--- src/rtl/bytes_to_bits_stream_if.sv ---
// ----------------------------------------------------------------------------
// bytes_to_bits_stream_if
// Purpose : bundles the byte-side and bit-side streaming handshakes of
//           bytes_to_bits_stream.
// Handshake: a transfer happens on a rising clock edge where valid && ready
//           are both high. A source holds valid and its payload steady until
//           that transfer happens. ready may depend only on the receiver's
//           registered state, never combinationally on valid.
// Signals :
//   in_valid  / in_ready  / in_data   byte beats into the unpacker
//   out_valid / out_ready / out_data  bit chunks out of the unpacker
//   out_last                          marks the final chunk of a message
// Modports: slave  - the unpacker (consumes bytes, produces chunks)
//           master - the environment (produces bytes, consumes chunks)
// ----------------------------------------------------------------------------
interface bytes_to_bits_stream_if #(
    parameter int IN_BYTES = 1,
    parameter int OUT_W    = 4
);
    logic                    in_valid;
    logic                    in_ready;
    logic [8*IN_BYTES-1:0]   in_data;
    logic                    out_valid;
    logic                    out_ready;
    logic [OUT_W-1:0]        out_data;
    logic                    out_last;

    modport slave (
        input  in_valid, in_data, out_ready,
        output in_ready, out_valid, out_data, out_last
    );

    modport master (
        output in_valid, in_data, out_ready,
        input  in_ready, out_valid, out_data, out_last
    );
endinterface

--- src/rtl/bytes_to_bits_stream.sv ---
// ----------------------------------------------------------------------------
// bytes_to_bits_stream
// Purpose : streaming byte-to-bit unpacker. Accepts IN_BYTES bytes per beat
//           and emits OUT_W-bit chunks, LSB-first, for a message of len bytes.
// Config  : define BYTES_TO_BITS_STREAM_PAD_EN to emit leftover tail bits
//           (fewer than OUT_W) as a final zero-padded chunk; otherwise they
//           are discarded and out_last rides on the last full chunk.
// Ports   :
//   clk      in   clock, rising edge
//   rst_n    in   synchronous reset, active low
//   start    in   pulse, latches len, honoured only in IDLE
//   len      in   message length in bytes (0..MAX_LEN)
//   s        if   slave side of bytes_to_bits_stream_if (byte in, chunk out)
//   busy     out  high from start accept until the done cycle inclusive
//   done     out  one-cycle pulse when the message has finished
//   o_state  out  FSM state for observation (0 IDLE, 1 RUN, 2 DONE)
// ----------------------------------------------------------------------------
module bytes_to_bits_stream #(
    parameter  int IN_BYTES = 1,
    parameter  int OUT_W    = 4,
    parameter  int MAX_LEN  = 384,
    localparam int LEN_W    = $clog2(MAX_LEN + 1)
) (
    input  logic                 clk,
    input  logic                 rst_n,
    input  logic                 start,
    input  logic [LEN_W-1:0]     len,
    bytes_to_bits_stream_if.slave s,
    output logic                 busy,
    output logic                 done,
    output logic [1:0]           o_state
);
    localparam int IN_W  = 8 * IN_BYTES;
    localparam int BUF_W = IN_W + OUT_W;
    localparam int CNT_W = $clog2(BUF_W + 1);

    localparam logic [CNT_W-1:0] C_OUT_W     = CNT_W'(OUT_W);
    localparam logic [CNT_W-1:0] C_TWO_OUT_W = CNT_W'(2 * OUT_W);
    localparam logic [LEN_W-1:0] C_IN_BYTES  = LEN_W'(IN_BYTES);

    typedef enum logic [1:0] {
        ST_IDLE = 2'd0,
        ST_RUN  = 2'd1,
        ST_DONE = 2'd2
    } state_t;

    state_t             r_state;
    logic [BUF_W-1:0]   r_buf;        // bit 0 is the oldest bit held
    logic [CNT_W-1:0]   r_cnt;        // number of valid bits in r_buf
    logic [LEN_W-1:0]   r_bytes_rem;  // bytes still to be accepted

    logic               w_run;
    logic               w_rem_zero;
    logic               w_out_valid;
    logic               w_out_last;
    logic               w_in_ready;
    logic               w_fire;
    logic               w_accept;
    logic               w_starve;
    logic [LEN_W-1:0]   w_nb;
    logic [IN_W-1:0]    w_in_masked;
    logic [BUF_W-1:0]   w_buf_s;
    logic [CNT_W-1:0]   w_cnt_s;
    logic [BUF_W-1:0]   w_buf_n;
    logic [CNT_W-1:0]   w_cnt_n;

    assign w_run      = (r_state == ST_RUN);
    assign w_rem_zero = (r_bytes_rem == '0);

`ifdef BYTES_TO_BITS_STREAM_PAD_EN
    // A short tail (0 < cnt < OUT_W) after the last byte is still emitted.
    assign w_out_valid = w_run && ((r_cnt >= C_OUT_W) ||
                                   (w_rem_zero && (r_cnt != '0)));
    assign w_out_last  = w_out_valid && w_rem_zero && (r_cnt <= C_OUT_W);
    assign w_starve    = 1'b0;
`else
    // Only full chunks leave; the message ends once fewer than OUT_W bits
    // remain and no more bytes are due.
    assign w_out_valid = w_run && (r_cnt >= C_OUT_W);
    assign w_out_last  = w_out_valid && w_rem_zero && (r_cnt < C_TWO_OUT_W);
    assign w_starve    = w_run && w_rem_zero && (r_cnt < C_OUT_W);
`endif

    // Space for a full beat is guaranteed once at most OUT_W bits are held.
    assign w_in_ready = w_run && !w_rem_zero && (r_cnt <= C_OUT_W);
    assign w_fire     = w_out_valid && s.out_ready;
    assign w_accept   = s.in_valid && w_in_ready;

    always_comb begin
        w_nb        = (r_bytes_rem < C_IN_BYTES) ? r_bytes_rem : C_IN_BYTES;
        w_in_masked = '0;
        for (int k = 0; k < IN_BYTES; k++) begin
            if (LEN_W'(k) < w_nb) begin
                w_in_masked[8*k +: 8] = s.in_data[8*k +: 8];
            end
        end

        // Drain first, then append behind whatever is left.
        w_buf_s = r_buf;
        w_cnt_s = r_cnt;
        if (w_fire) begin
            w_buf_s = r_buf >> OUT_W;
            w_cnt_s = (r_cnt >= C_OUT_W) ? (r_cnt - C_OUT_W) : '0;
        end

        w_buf_n = w_buf_s;
        w_cnt_n = w_cnt_s;
        if (w_accept) begin
            w_buf_n = w_buf_s | ({{OUT_W{1'b0}}, w_in_masked} << w_cnt_s);
            w_cnt_n = w_cnt_s + CNT_W'({w_nb, 3'b000});
        end
    end

    always_ff @(posedge clk) begin
        if (!rst_n) begin
            r_state     <= ST_IDLE;
            r_buf       <= '0;
            r_cnt       <= '0;
            r_bytes_rem <= '0;
        end else begin
            case (r_state)
                ST_IDLE: begin
                    if (start) begin
                        r_buf       <= '0;
                        r_cnt       <= '0;
                        r_bytes_rem <= len;
                        r_state     <= (len == '0) ? ST_DONE : ST_RUN;
                    end
                end
                ST_RUN: begin
                    r_buf <= w_buf_n;
                    r_cnt <= w_cnt_n;
                    if (w_accept) begin
                        r_bytes_rem <= r_bytes_rem - w_nb;
                    end
                    // Leaving RUN clears any discarded tail so out_data reads 0.
                    if ((w_fire && w_out_last) || w_starve) begin
                        r_state <= ST_DONE;
                        r_buf   <= '0;
                        r_cnt   <= '0;
                    end
                end
                ST_DONE: begin
                    r_state <= ST_IDLE;
                end
                default: begin
                    r_state <= ST_IDLE;
                end
            endcase
        end
    end

    assign s.in_ready  = w_in_ready;
    assign s.out_valid = w_out_valid;
    assign s.out_data  = r_buf[OUT_W-1:0];
    assign s.out_last  = w_out_last;
    assign busy        = (r_state != ST_IDLE);
    assign done        = (r_state == ST_DONE);
    assign o_state     = r_state;
endmodule

--- src/flat_wrapper.sv ---
// flat-port wrapper written by rule: the top's interface ports become plain ports
module bytes_to_bits_stream_flat 
#(
    parameter  int IN_BYTES = 1,
    parameter  int OUT_W    = 4,
    parameter  int MAX_LEN  = 384,
    localparam int LEN_W    = $clog2(MAX_LEN + 1)
)
  (clk, rst_n, start, len, busy, done, o_state, s_in_valid, s_in_data, s_out_ready, s_in_ready, s_out_valid, s_out_data, s_out_last);
  bytes_to_bits_stream_if #(.IN_BYTES(IN_BYTES), .OUT_W(OUT_W)) s_i ();
  input  logic clk;
  input  logic rst_n;
  input  logic start;
  input  logic [LEN_W-1:0] len;
  output logic busy;
  output logic done;
  output logic [1:0] o_state;
  input wire logic [$bits(s_i.in_valid)-1:0] s_in_valid;
  input wire logic [$bits(s_i.in_data)-1:0] s_in_data;
  input wire logic [$bits(s_i.out_ready)-1:0] s_out_ready;
  output wire logic [$bits(s_i.in_ready)-1:0] s_in_ready;
  output wire logic [$bits(s_i.out_valid)-1:0] s_out_valid;
  output wire logic [$bits(s_i.out_data)-1:0] s_out_data;
  output wire logic [$bits(s_i.out_last)-1:0] s_out_last;
  assign s_i.in_valid = s_in_valid;
  assign s_i.in_data = s_in_data;
  assign s_i.out_ready = s_out_ready;
  assign s_in_ready = s_i.in_ready;
  assign s_out_valid = s_i.out_valid;
  assign s_out_data = s_i.out_data;
  assign s_out_last = s_i.out_last;
  bytes_to_bits_stream #(.IN_BYTES(IN_BYTES), .OUT_W(OUT_W), .MAX_LEN(MAX_LEN)) u_core (.clk(clk), .rst_n(rst_n), .start(start), .len(len), .s(s_i), .busy(busy), .done(done), .o_state(o_state));
endmodule
--- config.mk ---
export PLATFORM = sky130hd
export DESIGN_NAME = bytes_to_bits_stream_flat
export DESIGN_NICKNAME = d
export VERILOG_FILES = /design/src/rtl/bytes_to_bits_stream_if.sv /design/src/rtl/bytes_to_bits_stream.sv /design/src/flat_wrapper.sv
export SDC_FILE = /design/constraint.sdc
export NUM_CORES = 1
export LEC_CHECK = 0
export ABC_AREA = 0
export ABC_CLOCK_PERIOD_IN_PS = 2300
export CAP_MARGIN = 25
export CORE_MARGIN = 2
export CORE_UTILIZATION = 41
export CTS_CLUSTER_SIZE = 10
export DETAILED_ROUTE_END_ITERATION = 6
export PLACE_DENSITY_LB_ADDON = 0.12
export SKIP_CTS_REPAIR_TIMING = 1
export SKIP_LAST_GASP = 1
export SLEW_MARGIN = 20
export SYNTH_ARGS = -nofsm -noshare
export SYNTH_HDL_FRONTEND = slang
export SYNTH_SLANG_ARGS = --single-unit
--- constraint.sdc ---
create_clock -name clk -period 2.3 [get_ports clk]
set_clock_uncertainty 0.05 [all_clocks]
set_input_delay 0.345 -clock clk [delete_from_list [all_inputs] [get_ports clk]]
set_output_delay 0.345 -clock clk [all_outputs]
set_load 0.005 [all_outputs]
==> results of run 1 <==
## path summary, 6_finish.rpt
path,depth (start not counted),slack (ns),end,start
worst min register to register,1,0.42,u_core.r_buf[11],u_core.r_buf[11]
worst max-delay path,4,0.06,s_out_last,u_core.r_bytes_rem[3]
worst max register to register,6,0.23,u_core.r_bytes_rem[7],u_core.r_bytes_rem[3]
worst min-delay path,1,0.42,u_core.r_buf[11],u_core.r_buf[11]
## worst max-delay path: stages, from the launching register on
cell	delay (ns)
dfxtp_2	0.37
nor3_4	0.25
and4b_1	0.28
and3_1	0.16
clkdlybuf4s50_1	0.50
## layout make-up
type | count | share of cell area [%]
flip-flops and latches | 27 | 22.5
multi-input cells | 201 | 53.0
repair buffers | 49 | 18.4
inverters | 8 | 1.24
clock inverters | 1 | 0.309
clock buffers | 3 | 1.70
well taps | 54 | 2.78
## metrics by stage
step | std cells | hold slack, ns | power (W)
5_1_grt | 343 | 0.456 | 0.00168
4_1_cts | 341 | 0.420 | 0.00154
2_1_floorplan | 256 | 0.376 | 0.00102
3_3_place_gp | 337 | 0.390 | 0.00126
6_report | 343 | 0.419 | 0.00156
3_5_place_dp | 337 | 0.397 | 0.00125
## logic make-up after synthesis
family / synth area share [%]
flip-flops: 27.7
AND/OR/NAND/NOR: 29.3
adder cells (fa/ha/maj): 0.640
multiplexers: 7.68
AO/OA/AOI/OAI: 27.8
buffers and inverters: 6.85
## cell usage in the layout, fill, tap and decap left out, drive strengths merged, types with 3 or more instances in the layout
cell type      instances
a211oi                 3
a21o                   5
a21oi                 19
a221o                  7
a31oi                  6
and3                   6
buf                   17
clkbuf                 3
clkdlybuf4s50         32
dfxtp                 27
inv                    8
mux2                   3
mux2i                  9
nand2                 30
nand2b                 3
nand3                  8
nand4                  3
nor2                  27
nor2b                  5
nor3                   8
o211a                  3
o211ai                 3
o21a                   3
o21ai                 17
## layer usage
| layer | vias up | track usage, % | part of all wire [%] |
|---|---|---|---|
| li1 | 1013 | - | - |
| met1 | 925 | 26.4 | 45 |
| met2 | 52 | 34.3 | 49 |
| met3 | 7 | 2.21 | 4.3 |
| met4 | 0 | 5.97 | 1.2 |
| met5 | - | 0 | 0 |
## sequential cells by signal, summed over array words and instances, names as in the netlist
| signal | count |
|---|---|
| u_core.r_bytes_rem | 9 |
| u_core.r_cnt | 4 |
| u_core.o_state | 2 |
| u_core.r_buf | 12 |
## where the power goes
| group | leakage [nW] | switching (W) | total, W | internal (W) |
|---|---|---|---|---|
| registers | 0.222 | 0.0000597 | 0.000572 | 0.000512 |
| logic | 0.724 | 0.000374 | 0.000702 | 0.000327 |
| clock network | 0.0217 | 0.000164 | 0.000287 | 0.000123 |
| total | 0.967 | 0.000598 | 0.00156 | 0.000963 |
==> out/qor.yml, run 1 <==
floorplan:
  die-area_mm2: 0.00533
  core_area_mm2: 0.00466
  start_util_pct: 41.9
  placement_rows: 25
  boundaryPins: 33
  die_h_um: 73.0
  chipWidth_um: 73.0
sta:
  slew_violations: 0
  fin_setup_tns_ns: 0
  hold_violations: 0
  worst_slack_ns: 0.0606
  slew_headroom_pct: 52.2
  setup_viol: 0
  fin_crit_sh_pct: 97.4
  tightest_slew_ns: 0.716
  min_period_ns: 2.24
  rsz0062_at_grt: "yes"
  timing.fmax_mhz: 447
yosys:
  ys_types: 57
  yosys-top-cells-area: "dfxtp_1 28%, nand2_1 5.8%, nor2_1 5.2%, a21oi_1 4.9%, o21ai_0 4.4%"
  synthesis.nets: 279
  synth_edf_count: 0
  ys.flop_type: "dfxtp_1"
  syn_area_mm2: 0.00195
  netlist.area_leader.share_pct: 27.7
  ys_seq_area_share_pct: 27.7
  async_flop_share_pct: 0
  ys_ff_latch: 27
  syn-instance-count: 256
  synth_common_cells: "30 x nand2_1, 27 x dfxtp_1, 27 x nor2_1, 19 x a21oi_1, 17 x o21ai_0"
  synth.most_common_cell: "nand2_1"
  synth_largest_area_cell: "dfxtp_1"
  yosysWarnings: 0
  syn_avg_cell_area_um2: 7.63
setup_path:
  critical_path.max_fanout: 6
  crit_type: "reg -> out"
  crit_path_end_kind: "primary output"
  cp.required_ns: 1.90
  arrival_ns: 1.84
  cp-start-kind: "flip-flop"
detailed_routing:
  drc: 0
  drtPass1Iterations: 6
  ant_nets: 0
  routed-via-count: 1997
  wl_per_cell_um: 14.9
  finalWirelength_um: 5100
  drt_iter0_markers: 134
  via_per_inst: 5.82
clock_tree:
  htreeDepth: 1
  clockBufferDepth: 2
  clk_pin_slew_ns: 0.10
  cts_buffers: 3
  clk_latency_ns: 0.28
  ctsRootBufferMaster: "clkbuf_8"
  cts_tree: "yes"
  cts.sinks: 27
layout:
  diodes: 0
  final_core_util_pct: 52.2
  area_growth_pct: 24.4
  nFillCells: 434
  layout-drive-gt1-share_pct: 13.5
  regArea_um2: 548
  stdcell_area_mm2: 0.00243
  multiInputGateArea_mm2: 0.00129
  nets: 313
global_routing:
  antenna_found_initial: 0
  track_usage_pct: 20.1
  grt_pass1_vias: 1851
  grt_max_degree: 22
  grt_pass1_wl_um: 8600
  grt-ovfl-total: 0
placement:
  gp_congestion: 0.856
  io_buffers: 32
  dpl_worst_slack_ns: 0.0667
  dp_hpwl_um: 3850
  place_area_mm2: 0.00235
job:
  max-cap-violations: 0
power_and_ir_drop:
  pwr_density_cell_mw_per_mm2: 642
  irDropWorstVdd_mv: 0.358
  p_leak_nw: 0.967
outcome:
  status: "complete, no violations"
hold_path:
  min_path_type: "reg -> reg"
Power figures use the tool's default switching activity.
==> run 2, diff against run 1 <==
- ABC_AREA: 0 -> 1
- ABC_CLOCK_PERIOD_IN_PS: 2300 -> 2500
- clock period: 2.3 -> 2.5 ns (I/O delays scaled with it)
==> out/qor.yml, run 2 <==
sta:
  fin_setup_tns_ns: 0  # unchanged
  setup_viol: 0  # unchanged
  slew_headroom_pct: 53.7  # +1.4 points
  hold_slack_ns: 0.433  # +0.0137 ns
  min_period_ns: 2.32
  tightest_slew_ns: 0.694  # -0.0223 ns
  rsz0062_at_grt: "no"
  fin_crit_sh_pct: 93.0
  timing.fmax_mhz: 430
  hold_violations: 0  # unchanged
  slew_violations: 0  # unchanged
global_routing:
  track_usage_pct: 20.3  # +0.23 points
  grt_pass1_wl_um: 8490  # -1.4%
  grt_pass1_vias: 1864  # +0.70%
  antenna_found_initial: 0  # unchanged
  grt-ovfl-total: 0  # unchanged
  grt_max_degree: 22  # unchanged
hold_path:
  min_path_type: "reg -> reg"
  min_path_cells: 2  # +1
  hp-start: "u_core.r_buf[1]"
  min_to: "u_core.r_buf[1]"
yosys:
  synth_compound_area_share_pct: 19.4  # -8.4 points
  synth_mux_area_share_pct: 2.62  # -5.1 points
  ys_seq_area_share_pct: 28.3  # +0.60 points
  synth_edf_count: 0  # unchanged
  ys.flop_type: "dfxtp_1"
  async_flop_share_pct: 0  # unchanged
  synthesis.nets: 317  # +14%
  ys_types: 34  # -40%
  synth.most_common_cell: "nand2_1"
  synth-simple-area-share_pct: 36.0  # +6.7 points
  syn-instance-count: 294  # +15%
  syn_avg_cell_area_um2: 6.51  # -15%
  yosys-top-cells-area: "dfxtp_1 28%, nand2_1 14%, nand3_1 8.4%, a21oi_1 7.6%, nor2_1 4.5%"
  synth_common_cells: "72 x nand2_1, 32 x nand3_1, 29 x a21oi_1, 27 x dfxtp_1, 23 x nor2_1"
  synth_largest_area_cell: "dfxtp_1"
  synth_fa_ha_area_share_pct: 0.654  # +0.014 points
  ys_ff_latch: 27  # unchanged
  netlist.area_leader.share_pct: 28.3  # +0.60 points
  synth_top_family_by_area: "simple AND/OR/NAND/NOR gates"
  synthXorXnorAreaFrac_pct: 1.83  # +1.8 points
  yosysWarnings: 0  # unchanged
  syn_area_mm2: 0.00191  # -2.1%
clock_tree:
  clk_latency_ns: 0.28  # about the same
  htreeDepth: 1  # unchanged
  cts_buffers: 3  # unchanged
  cts_tree: "yes"
  ctsRootBufferMaster: "clkbuf_8"
  cts.sinks: 27  # unchanged
  clk_pin_slew_ns: 0.11  # about the same
  clockBufferDepth: 2  # unchanged
detailed_routing:
  via_per_inst: 5.28  # -9.3%
  drt_iter0_markers: 134  # unchanged
  ant_nets: 0  # unchanged
  drtPass1Iterations: 4  # -2
  routed-via-count: 1943  # -2.7%
  drc: 0  # unchanged
  finalWirelength_um: 4830  # -5.2%
  wl_per_cell_um: 13.1  # -12%
setup_path:
  arrival_ns: 1.90  # +0.06 ns
  reg2reg_from: "u_core.r_bytes_rem[5]"
  crit_path_end_kind: "primary output"
  rr_endpoint: "u_core.r_bytes_rem[8]"
  reg2reg_slack_ns: 0.42  # +0.19 ns
  cp.required_ns: 2.08  # +0.18 ns
  cp-start-kind: "flip-flop"
  crit_type: "reg -> out"
  critical_path.max_fanout: 18  # +12
  r2r_cells: 12  # +6
layout:
  layout-drive-gt1-share_pct: 11.1  # -2.4 points
  regArea_um2: 541  # -1.4%
  mostFrequentLayoutCell: "nand2_1"
  area_growth_pct: 17.9
  diodes: 0  # unchanged
  nets: 340  # +8.6%
  top_register: "u_core.r_buf"
  nFillCells: 471  # +8.5%
  reg.largest.list: "u_core.r_buf x12, u_core.r_bytes_rem x9, u_core.r_cnt x4"
  largest_reg_flops: 12  # unchanged
  final_cell_mix: "72 x nand2_1, 32 x nand3_1, 32 x clkdlybuf4s50_1, 29 x a21oi_1, 27 x dfxtp_1"
  multiInputGateArea_mm2: 0.00116  # -9.7%
floorplan:
  die_h_um: 72.3  # -1.0%
  chipWidth_um: 72.3  # -1.0%
  start_util_pct: 43.3  # +1.4 points
  boundaryPins: 33  # unchanged
  core_area_mm2: 0.00441  # -5.3%
  placement_rows: 24  # -4.0%
  die-area_mm2: 0.00523  # -2.0%
power_and_ir_drop:
  internal_power_w: 0.000837  # -13%
  p_leak_nw: 0.926  # -4.2%
  switching_share_pct: 42.3  # +4.0 points
  pwr_density_cell_mw_per_mm2: 644  # +0.34%
  p_switching_w: 0.000615  # +2.8%
  clockPowerShare_pct: 18.7  # +0.3 points
  pwr-share-seq_pct: 36.1  # -0.5 points
  irDropWorstVdd_mv: 0.354  # -0.92%
  combinationalPowerShare_pct: 45.1  # about the same
outcome:
  status: "complete, no violations"
placement:
  dp_hpwl_um: 3560  # -7.3%
  gp_congestion: 0.835  # -2.5%
  io_buffers: 32  # unchanged
job:
  max-cap-violations: 0  # unchanged
## run 2: worst max-delay path by stage
stage               slack (ns)               endpoint             startpoint  cells after the start
floorplan                 0.65  u_core.r_bytes_rem[8]  u_core.r_bytes_rem[5]                     12
global placement          0.34  u_core.r_bytes_rem[7]      u_core.o_state[0]                     10
detailed placement        0.35             s_in_ready      u_core.o_state[0]                      5
CTS                      0.009             s_in_ready      u_core.o_state[0]                      5
global route              0.05             s_out_last  u_core.r_bytes_rem[5]                      6
finish                    0.18             s_out_last  u_core.r_bytes_rem[3]                      6
## run 2: area by class of cell
class                      count  share of cell area [%]
clock inverter                 1                   0.388
timing repair buffer          34                    14.9
inverter                      25                    4.44
multi-input combinational    226                    51.6
sequential                    27                    24.0
tap                           52                    2.89
clock buffer                   3                    1.83
## run 2: routing by layer
| layer | track usage, % | vias to the layer above | wire, um |
|---|---|---|---|
| met1 | 30.7 | 856 | 2650 |
| met2 | 29.7 | 55 | 1900 |
| met4 | 5.45 | 0 | 31 |
| met5 | 0 | - | 0 |
| met3 | 3.19 | 2 | 258 |
| li1 | - | 1030 | - |
## run 2: through the flow
stage	setup slack (ns)	utilization [%]	total power [W]	cells	cell area (um2)
global route	0.0469	51.1	0.00158	368	2250
finish	0.175	51.1	0.00145	368	2250
global placement	0.344	49.7	0.00118	364	2190
detailed placement	0.351	49.7	0.00118	364	2190
CTS	0.00914	50.9	0.00146	368	2240
floorplan	0.654	-	0.00102	294	1910
## run 2: logic make-up (layout without fill, tap and decap cells)
group                      count (synthesis)  after routing
and+or+nand+nor                          152            152
AOI/OAI and AO/OA                         64             64
buffers and inverters                     41             63
DFF                                       27             27
muxes                                      5              5
xor gates and xnor gates                   4              4
adders and majority gates                  1              1
## run 2: critical path, cell delays in order (launching register included)
cell and delay (ns):
dfxtp_1 0.35, nor2_1 0.17, nand2_1 0.10, nor2_2 0.15
nand2_4 0.15, nor3_1 0.16, clkdlybuf4s50_1 0.52
## run 2: power groups by stage
stage	logic, W	clock network [W]	registers [W]
2_1_floorplan	0.000500	0	0.000524
3_3_place_gp	0.000647	0	0.000532
3_5_place_dp	0.000644	0	0.000532
4_1_cts	0.000648	0.000289	0.000523
5_1_grt	0.000748	0.000295	0.000534
6_report	0.000655	0.000272	0.000525
